===== src/rtl/ncc_peak_tracker.sv =====
// ncc_peak_tracker
//   Sums the NUM_ROWS signed row accumulators of each window position into
//   one correlation score. Over a raster scan of POS_X*POS_Y positions it
//   keeps the highest score and the (x,y) where that score occurred. The
//   peak is then offered to the controller on a valid/ready handshake.
//
// Ports
//   clk, rst        clock; asynchronous active-high reset
//   start           pulse: begins a new search (in IDLE), restarts it (in SCAN)
//   acc_valid       acc_in holds one position's row sums
//   acc_in          NUM_ROWS signed row accumulators, ACC_W bits each
//   busy            high while in SCAN, including while the pipeline drains
//   result_valid    peak result available (state REPORT)
//   result_ready    consumer accepts the result
//   best_score      signed peak score (running best during SCAN)
//   best_x, best_y  position of the peak
//   overflow        sticky: acc_valid arrived and was not accepted
//   dbg_state       current FSM state (0 IDLE, 1 SCAN, 2 REPORT)
//
// Handshake: the result moves on any clock edge where result_valid and
// result_ready are both high. result_valid does not depend on result_ready.
// best_* stay constant while result_valid is high and until the next start.
// acc_valid has no ready; a position offered when it cannot be taken is
// dropped and overflow is raised.
module ncc_peak_tracker #(
  parameter int NUM_ROWS = 16,
  parameter int ACC_W    = 8,
  parameter int POS_X    = 32,
  parameter int POS_Y    = 32,
  localparam int SUM_W   = ACC_W + $clog2(NUM_ROWS),
  localparam int XW      = $clog2(POS_X),
  localparam int YW      = $clog2(POS_Y)
) (
  input  logic                           clk,
  input  logic                           rst,
  input  logic                           start,
  input  logic                           acc_valid,
  input  logic [NUM_ROWS-1:0][ACC_W-1:0] acc_in,
  output logic                           busy,
  output logic                           result_valid,
  input  logic                           result_ready,
  output logic signed [SUM_W-1:0]        best_score,
  output logic [XW-1:0]                  best_x,
  output logic [YW-1:0]                  best_y,
  output logic                           overflow,
  output logic [1:0]                     dbg_state
);

  typedef enum logic [1:0] {
    ST_IDLE   = 2'd0,
    ST_SCAN   = 2'd1,
    ST_REPORT = 2'd2
  } state_t;

  state_t state, state_nxt;

  logic [XW-1:0]           x_cnt;
  logic [YW-1:0]           y_cnt;
  logic                    scan_done;   // final position already sampled
  logic                    s1_valid;
  logic                    s1_last;
  logic signed [SUM_W-1:0] s1_sum;
  logic [XW-1:0]           s1_x;
  logic [YW-1:0]           s1_y;
  logic                    s2_last;     // final position has passed the compare
  logic signed [SUM_W-1:0] row_sum;

  logic clear;
  logic accept;
  logic drop;
  logic at_last_x;
  logic at_last_pos;

  // A start in IDLE launches a search, a start in SCAN restarts it; both
  // wipe the same state. A start in REPORT does nothing.
  assign clear       = start && (state == ST_IDLE || state == ST_SCAN);
  assign accept      = acc_valid && state == ST_SCAN && !start && !scan_done;
  assign drop        = acc_valid && (state == ST_REPORT ||
                                     (state == ST_SCAN && scan_done && !start));
  assign at_last_x   = (x_cnt == XW'(POS_X - 1));
  assign at_last_pos = at_last_x && (y_cnt == YW'(POS_Y - 1));

  // Sign-extended sum of all rows; SUM_W leaves room for the worst case.
  always_comb begin
    row_sum = '0;
    for (int i = 0; i < NUM_ROWS; i++) begin
      row_sum = row_sum + {{(SUM_W - ACC_W){acc_in[i][ACC_W-1]}}, acc_in[i]};
    end
  end

  // FSM: state register
  always_ff @(posedge clk or posedge rst) begin
    if (rst) state <= ST_IDLE;
    else     state <= state_nxt;
  end

  // FSM: next state
  always_comb begin
    state_nxt = state;
    case (state)
      ST_IDLE:   if (start) state_nxt = ST_SCAN;
      ST_SCAN:   if (!start && s2_last) state_nxt = ST_REPORT;
      ST_REPORT: if (result_ready) state_nxt = ST_IDLE;
      default:   state_nxt = ST_IDLE;
    endcase
  end

  // FSM: outputs
  always_comb begin
    busy         = (state == ST_SCAN);
    result_valid = (state == ST_REPORT);
    dbg_state    = state;
  end

  // Raster position counters
  always_ff @(posedge clk or posedge rst) begin
    if (rst) begin
      x_cnt     <= '0;
      y_cnt     <= '0;
      scan_done <= 1'b0;
    end else if (clear) begin
      x_cnt     <= '0;
      y_cnt     <= '0;
      scan_done <= 1'b0;
    end else if (accept) begin
      if (at_last_x) begin
        x_cnt <= '0;
        y_cnt <= at_last_pos ? '0 : y_cnt + YW'(1);
      end else begin
        x_cnt <= x_cnt + XW'(1);
      end
      scan_done <= at_last_pos;
    end
  end

  // Stage 1: registered score with its position
  always_ff @(posedge clk or posedge rst) begin
    if (rst) begin
      s1_valid <= 1'b0;
      s1_last  <= 1'b0;
      s1_sum   <= '0;
      s1_x     <= '0;
      s1_y     <= '0;
    end else if (clear) begin
      s1_valid <= 1'b0;
      s1_last  <= 1'b0;
    end else begin
      s1_valid <= accept;
      if (accept) begin
        s1_sum  <= row_sum;
        s1_x    <= x_cnt;
        s1_y    <= y_cnt;
        s1_last <= at_last_pos;
      end
    end
  end

  // Stage 2: running best. Strict compare keeps the earliest of equal scores.
  always_ff @(posedge clk or posedge rst) begin
    if (rst) begin
      best_score <= '0;
      best_x     <= '0;
      best_y     <= '0;
      s2_last    <= 1'b0;
    end else if (clear) begin
      best_score <= {1'b1, {(SUM_W - 1){1'b0}}};
      best_x     <= '0;
      best_y     <= '0;
      s2_last    <= 1'b0;
    end else begin
      s2_last <= s1_valid && s1_last;
      if (s1_valid && s1_sum > best_score) begin
        best_score <= s1_sum;
        best_x     <= s1_x;
        best_y     <= s1_y;
      end
    end
  end

  // Sticky overflow, cleared only by a start that is acted upon
  always_ff @(posedge clk or posedge rst) begin
    if (rst)        overflow <= 1'b0;
    else if (clear) overflow <= 1'b0;
    else if (drop)  overflow <= 1'b1;
  end

endmodule


===== config.mk =====
export PLATFORM = sky130hd
export DESIGN_NAME = ncc_peak_tracker
export DESIGN_NICKNAME = d
export VERILOG_FILES = /design/src/rtl/ncc_peak_tracker.sv
export SDC_FILE = /design/constraint.sdc
export NUM_CORES = 1
export LEC_CHECK = 0
export ABC_AREA = 1
export CAP_MARGIN = 10
export CORE_UTILIZATION = 50
export CTS_CLUSTER_SIZE = 8
export DETAILED_ROUTE_END_ITERATION = 8
export PLACE_DENSITY = 0.91
export SLEW_MARGIN = 10
export SYNTH_ARGS = -nofsm -noshare
export SYNTH_HDL_FRONTEND = slang
export SYNTH_SLANG_ARGS = --single-unit

===== constraint.sdc =====
create_clock -name clk -period 4.58 [get_ports clk]
set_input_delay 1.374 -clock clk [delete_from_list [all_inputs] [get_ports clk]]
set_output_delay 1.374 -clock clk [all_outputs]
set_load 0.02 [all_outputs]

== Yosys cells after proc, flatten, opt, wreduce, memory -nomap -nowiden ==
Index checks and enable logic that the tools add are counted.

* Register bits after elaboration: 60
* Latch bits: 0
* Memory bits (writable): 0
* ROM bits: 0
* Bits of input ports: 133
* Output and inout bits: 27
* Word-level logic and storage cells: 85
* Memories: 0

* $add $sub $neg: 17
* $mul: 0
* Div/mod/pow operators: 0
* Order comparisons: 1
* Equal/unequal tests: 7
* Shift operators: 0
* Muxes and demuxes: 23
* Bitwise operators: 1
* Reductions and logical operators: 23

{| class="wikitable"
|+ Operators by type and width
! cell !! number
|-
| $add A12 B12 Y12 || 11
|-
| $mux W5 || 11
|-
| $mux W12 || 2
|-
| $add A11 B8 Y12 || 1
|-
| $gt A12 B12 Y1 || 1
|-
| $add A10 B8 Y11 || 1
|-
| $logic_and A1 B1 Y1 || 11
|-
| $add A5 B1 Y5 const B || 2
|-
| $add A9 B8 Y10 || 1
|-
| $eq A5 B5 Y1 const B || 2
|-
| $add A8 B8 Y9 || 1
|-
| $reduce_bool A2 Y1 || 4
|-
| $mux W1 || 6
|-
| $mux W2 || 3
|-
| $pmux W2 S3 || 1
|-
| $ne A2 B1 Y1 const B || 2
|-
| $reduce_and A2 Y1 || 2
|-
| $reduce_and A3 Y1 || 1
|-
| $eq A2 B1 Y1 const B || 1
|-
| $eq A2 B2 Y1 const B || 1
|-
| $logic_not A1 Y1 || 2
|-
| $logic_not A2 Y1 || 1
|-
| $logic_or A1 B1 Y1 || 2
|-
| $ne A2 B2 Y1 const B || 1
|-
| $not A1 Y1 || 1
|}

== Longest topological paths before layout ==
* Depth after elaboration: 15
* Mapped depth: 22
* Mapped depth without buffers: 22

== Worst setup path after synthesis ==
No wires, ideal clock.

* Path type: input to register
* Start point: in acc_in[100] (netlist name)
* End point: reg s1_sum[7]
* Setup time: 0.128 ns
* Arrival time: 5.729 ns
* Required time: 4.452 ns
* Setup slack: -1.277 ns
* Stages on the path: 17
* Path buffers: 0
* Path through: inv_1 fa_1 fa_1 inv_1 fa_1 fa_1 fa_1 inv_1 fa_1 inv_1 ha_1 nand2_1 a21oi_1 or2_2 a21oi_1 xor2_1 o21ai_0

* Longest elaborated chain between the ends: 4

{| class="wikitable"
|+ Ends and longest elaborated chain
! item !! RTL line !! text
|-
| start: declaration || 38 || <nowiki>input logic [NUM_ROWS-1:0][ACC_W-1:0] acc_in,</nowiki>
|-
| $add A12 B12 Y12 (4 in a row) || 87 || <nowiki>row_sum = row_sum + {{(SUM_W - ACC_W){acc_in[i][ACC_W-1]}}, acc_in[i]};</nowiki>
|-
| end signal: assignment || 150 || <nowiki>s1_sum <= row_sum;</nowiki>
|-
| end: declaration || 62 || <nowiki>logic signed [SUM_W-1:0] s1_sum;</nowiki>
|}

No other way between the ends.
A chain may end at the register's enable or synchronous reset.

== Final worst setup path ==
* Start point: in acc_in[66] (netlist name)
* End point: reg s1_sum[4]

* Longest elaborated chain between the ends: 8

{| class="wikitable"
|+ Ends and longest elaborated chain
! item !! RTL line
|-
| $add A12 B12 Y12 (8 in a row) || 87
|}

No other way between the ends.

==> impl_metrics.json <==
{
  "cpMaxStageDelayCell": "fa_1",
  "yosys_warnings": 0,
  "hpwl_mm": 12.3,
  "place_ws_ps": -1770,
  "slew_headroom_pct": 34.1,
  "core_region_area_mm2": 0.0132,
  "die_h_um": 118,
  "root_buffer": "clkbuf_16",
  "worstPathCellList": "dlygate4sd2_1 > fa_1 > fa_1 > inv_1 > fa_1 > fa_1 > fa_1 > fa_1 > inv_2 > ha_4 > fa_2 > buf_4 > buf_6 > buf_6 > xnor2_4 > o21ai_1",
  "yosysSeqAreaShare_pct": 22.3,
  "period_needed_ps": 5800,
  "path_clk_slew_ps": 50,
  "antenna_left": 0,
  "final-seq-area_mm2": 0.00150,
  "synth_xor_area_share_pct": 1.30,
  "grt_antenna_before_repair": 0,
  "ys.flop_type": "dfrtp_1",
  "tightest_slew_ps": 988,
  "grt_pass1_wl_mm": 29.1,
  "cp-end-kind": "register",
  "crit_top_cell": "fa_1",
  "worstPathArrival_ps": 6030,
  "start_util_pct": 51.1,
  "wirelength_mm": 18.3,
  "diodes": 0,
  "worst-path-buf-inv": 6,
  "violations": "DRC, setup timing",
  "syn_to_final_growth_pct": 35.6,
  "worst_path_largest_cell_delay_ps": 540,
  "hold_path_class": "register to register",
  "clock_skew_ps": 4.61,
  "synth_compound_area_share_pct": 3.93,
  "yosys_register_bits": 60,
  "layout_setup_ws_ps": -1220,
  "stdcell_count": 1087,
  "setup_viol": 10,
  "slew_viol_final": 0,
  "synth.largest_area_cell": "fa_1",
  "die_area_mm2": 0.0140,
  "cap_violations": 0,
  "drt_iter0_markers": 386,
  "numCtsBuffers": 9,
  "crit_required_ps": 4810,
  "fp.dieW_um": 118,
  "synthSimpleGateAreaFrac_pct": 15.9,
  "final.period_utilization_pct": 127,
  "hold_viol_final": 0,
  "rows": 42,
  "synth_top_family_by_area": "adder cells",
  "ys_async_sr_fraction_pct": 100,
  "num_vias": 5688,
  "syn_area_per_cell_um2": 9.46,
  "worstSetupStartpointType": "primary input",
  "status": "finished with violations",
  "yosys-top-cells-area": "fa_1 36%, dfrtp_1 22%, inv_1 12%",
  "muxShareOfSynthArea_pct": 0,
  "htree_levels": 3,
  "grt_usage_pct": 26.7,
  "port_buffers": 159,
  "synth_area_mm2": 0.00674,
  "synth-adder-area-share_pct": 41.8,
  "worst-setup-path-type": "primary input to register",
  "place_area_mm2": 0.00874,
  "cts_tree": "built",
  "num_io_pins": 160,
  "utilization_pct": 69.3,
  "globalRouteOverflowTotal": 0,
  "drive_above_1_share_pct": 38.2,
  "clk_latency_ps": 330,
  "crit_fanout": 2,
  "synth_nets": 999,
  "wl_per_cell_um": 16.8,
  "fin_area_mm2": 0.00914,
  "critical_path.top_delay_family": "adder cells",
  "num-fill-cells": 848,
  "drt_pass1_iterations": 9,
  "synth_edf_count": 0,
  "viasPerCell": 5.23,
  "fmax_ghz": 0.172,
  "syn_inst": 713,
  "dp.cells": 1061,
  "fin_nets": 1192,
  "globalplace.congestion": 0.814,
  "grt_setup_unrepaired": "true",
  "multiInputGateArea_mm2": 0.00461,
  "synth_top_cell_area_share_pct": 35.6,
  "clock_path_buffers": 2,
  "clock_sinks": 60,
  "grt_max_degree": 48,
  "grt_pass1_vias": 6359,
  "route.detailed.drc": 1,
  "synth_cell_types": 35
}
logic make-up after synthesis:
group,count (synthesis)
fa+ha+maj,153
compound gates,49
flops,60
xor+xnor,10
buf+inv,247
simple gates,194
state kept, by name, summed over array words and instances, names as in the netlist:
register and flops:
best_score 12, best_x 5, best_y 5, dbg_state 2, overflow 1, s1_last 1, s1_sum 12, s1_valid 1
s1_x 5, s1_y 5, s2_last 1, x_cnt 5, y_cnt 5
cell type report:
class / count / area share (%)
Clock buffer: 10 / 2.62
Clock inverter: 6 / 0.698
Inverter: 232 / 9.67
Multi-Input combinational cell: 406 / 50.5
Sequential cell: 60 / 16.4
Tap cell: 176 / 2.41
Timing Repair Buffer: 197 / 17.7
synth_stat cells (3+ instances only):
cell	instances
xnor2_1	6
buf_2	4
nand2_2	23
nand2_1	91
nor2_1	9
o21ai_1	3
o21ai_0	21
clkbuf_1	4
fa_1	120
dfrtp_1	60
ha_1	33
a21oi_1	15
nand3_1	16
nand3_2	21
inv_2	9
buf_6	4
inv_1	223
nand4_1	24
xor2_1	4
metrics by stage:
step / TNS [ps] / hold WS (ps)
2_1_floorplan: -8500 / 437
3_3_place_gp: -15240 / 446
4_1_cts: -8800 / 488
3_5_place_dp: -16070 / 457
6_report: -10110 / 490
5_1_grt: -10980 / 506
cell usage in the layout, fill, tap and decap left out, drive strengths merged:
cell type	count
bufinv	1
nor2	11
xnor2	6
or2	2
clkdlybuf4s15	16
o21ai	24
nand3	37
ha	33
o211ai	1
fa	120
buf	71
dlygate4sd2	21
xor2	4
o31ai	2
o21a	1
clkinv	3
nand4	26
a21oi	15
clkbuf	45
nor3	2
a31oi	2
inv	232
o22ai	2
a21o	1
clkdlybuf4s50	54
dfrtp	60
clkinvlp	2
nand2	116
o21bai	1
final timing paths:
path	slack, ps	startpoint	to	cells past startpoint
min in group asynchronous	1560	rst	best_x[0]$_DFFE_PP0P_	2
worst min-delay path	490	s1_y[1]$_DFFE_PP0P_	s1_y[1]$_DFFE_PP0P_	2
worst max register to register	2170	best_score[11]$_DFFE_PP0P_	best_score[11]$_DFFE_PP0P_	13
worst min register to register	490	s1_y[1]$_DFFE_PP0P_	s1_y[1]$_DFFE_PP0P_	2
worst max-delay path	-1220	acc_in[66]	s1_sum[4]$_DFFE_PP0P_	16
max in group asynchronous	2320	rst	s1_sum[1]$_DFFE_PP0P_	3
tightest hold or removal path, stage by stage, from the launching register on:
cell and delay, ps:
dfrtp_1 340, nand2_1 50, o21ai_0 60
per-layer routing:
| layer | up-vias | GRT usage [%] | part of all wire (%) |
|---|---|---|---|
| met4 | 0 | 15.9 | 5.8 |
| met1 | 2763 | 27.7 | 34 |
| met3 | 106 | 4.51 | 6.1 |
| met2 | 339 | 50.0 | 54 |
| met5 | - | 0 | 0 |
| li1 | 2480 | - | - |
repair_timing:
item / in CTS / in global routing
buffers inserted: 7 / 6
resized for setup: 314 / 145
hold buffers: 0 / 0
endpoints found under the setup margin: 10 / 10
pin swaps: 115 / 77
Power is left out: the tool's default activity adds up to more than one toggle a clock period on the data nets, which glitch-free logic cannot reach.
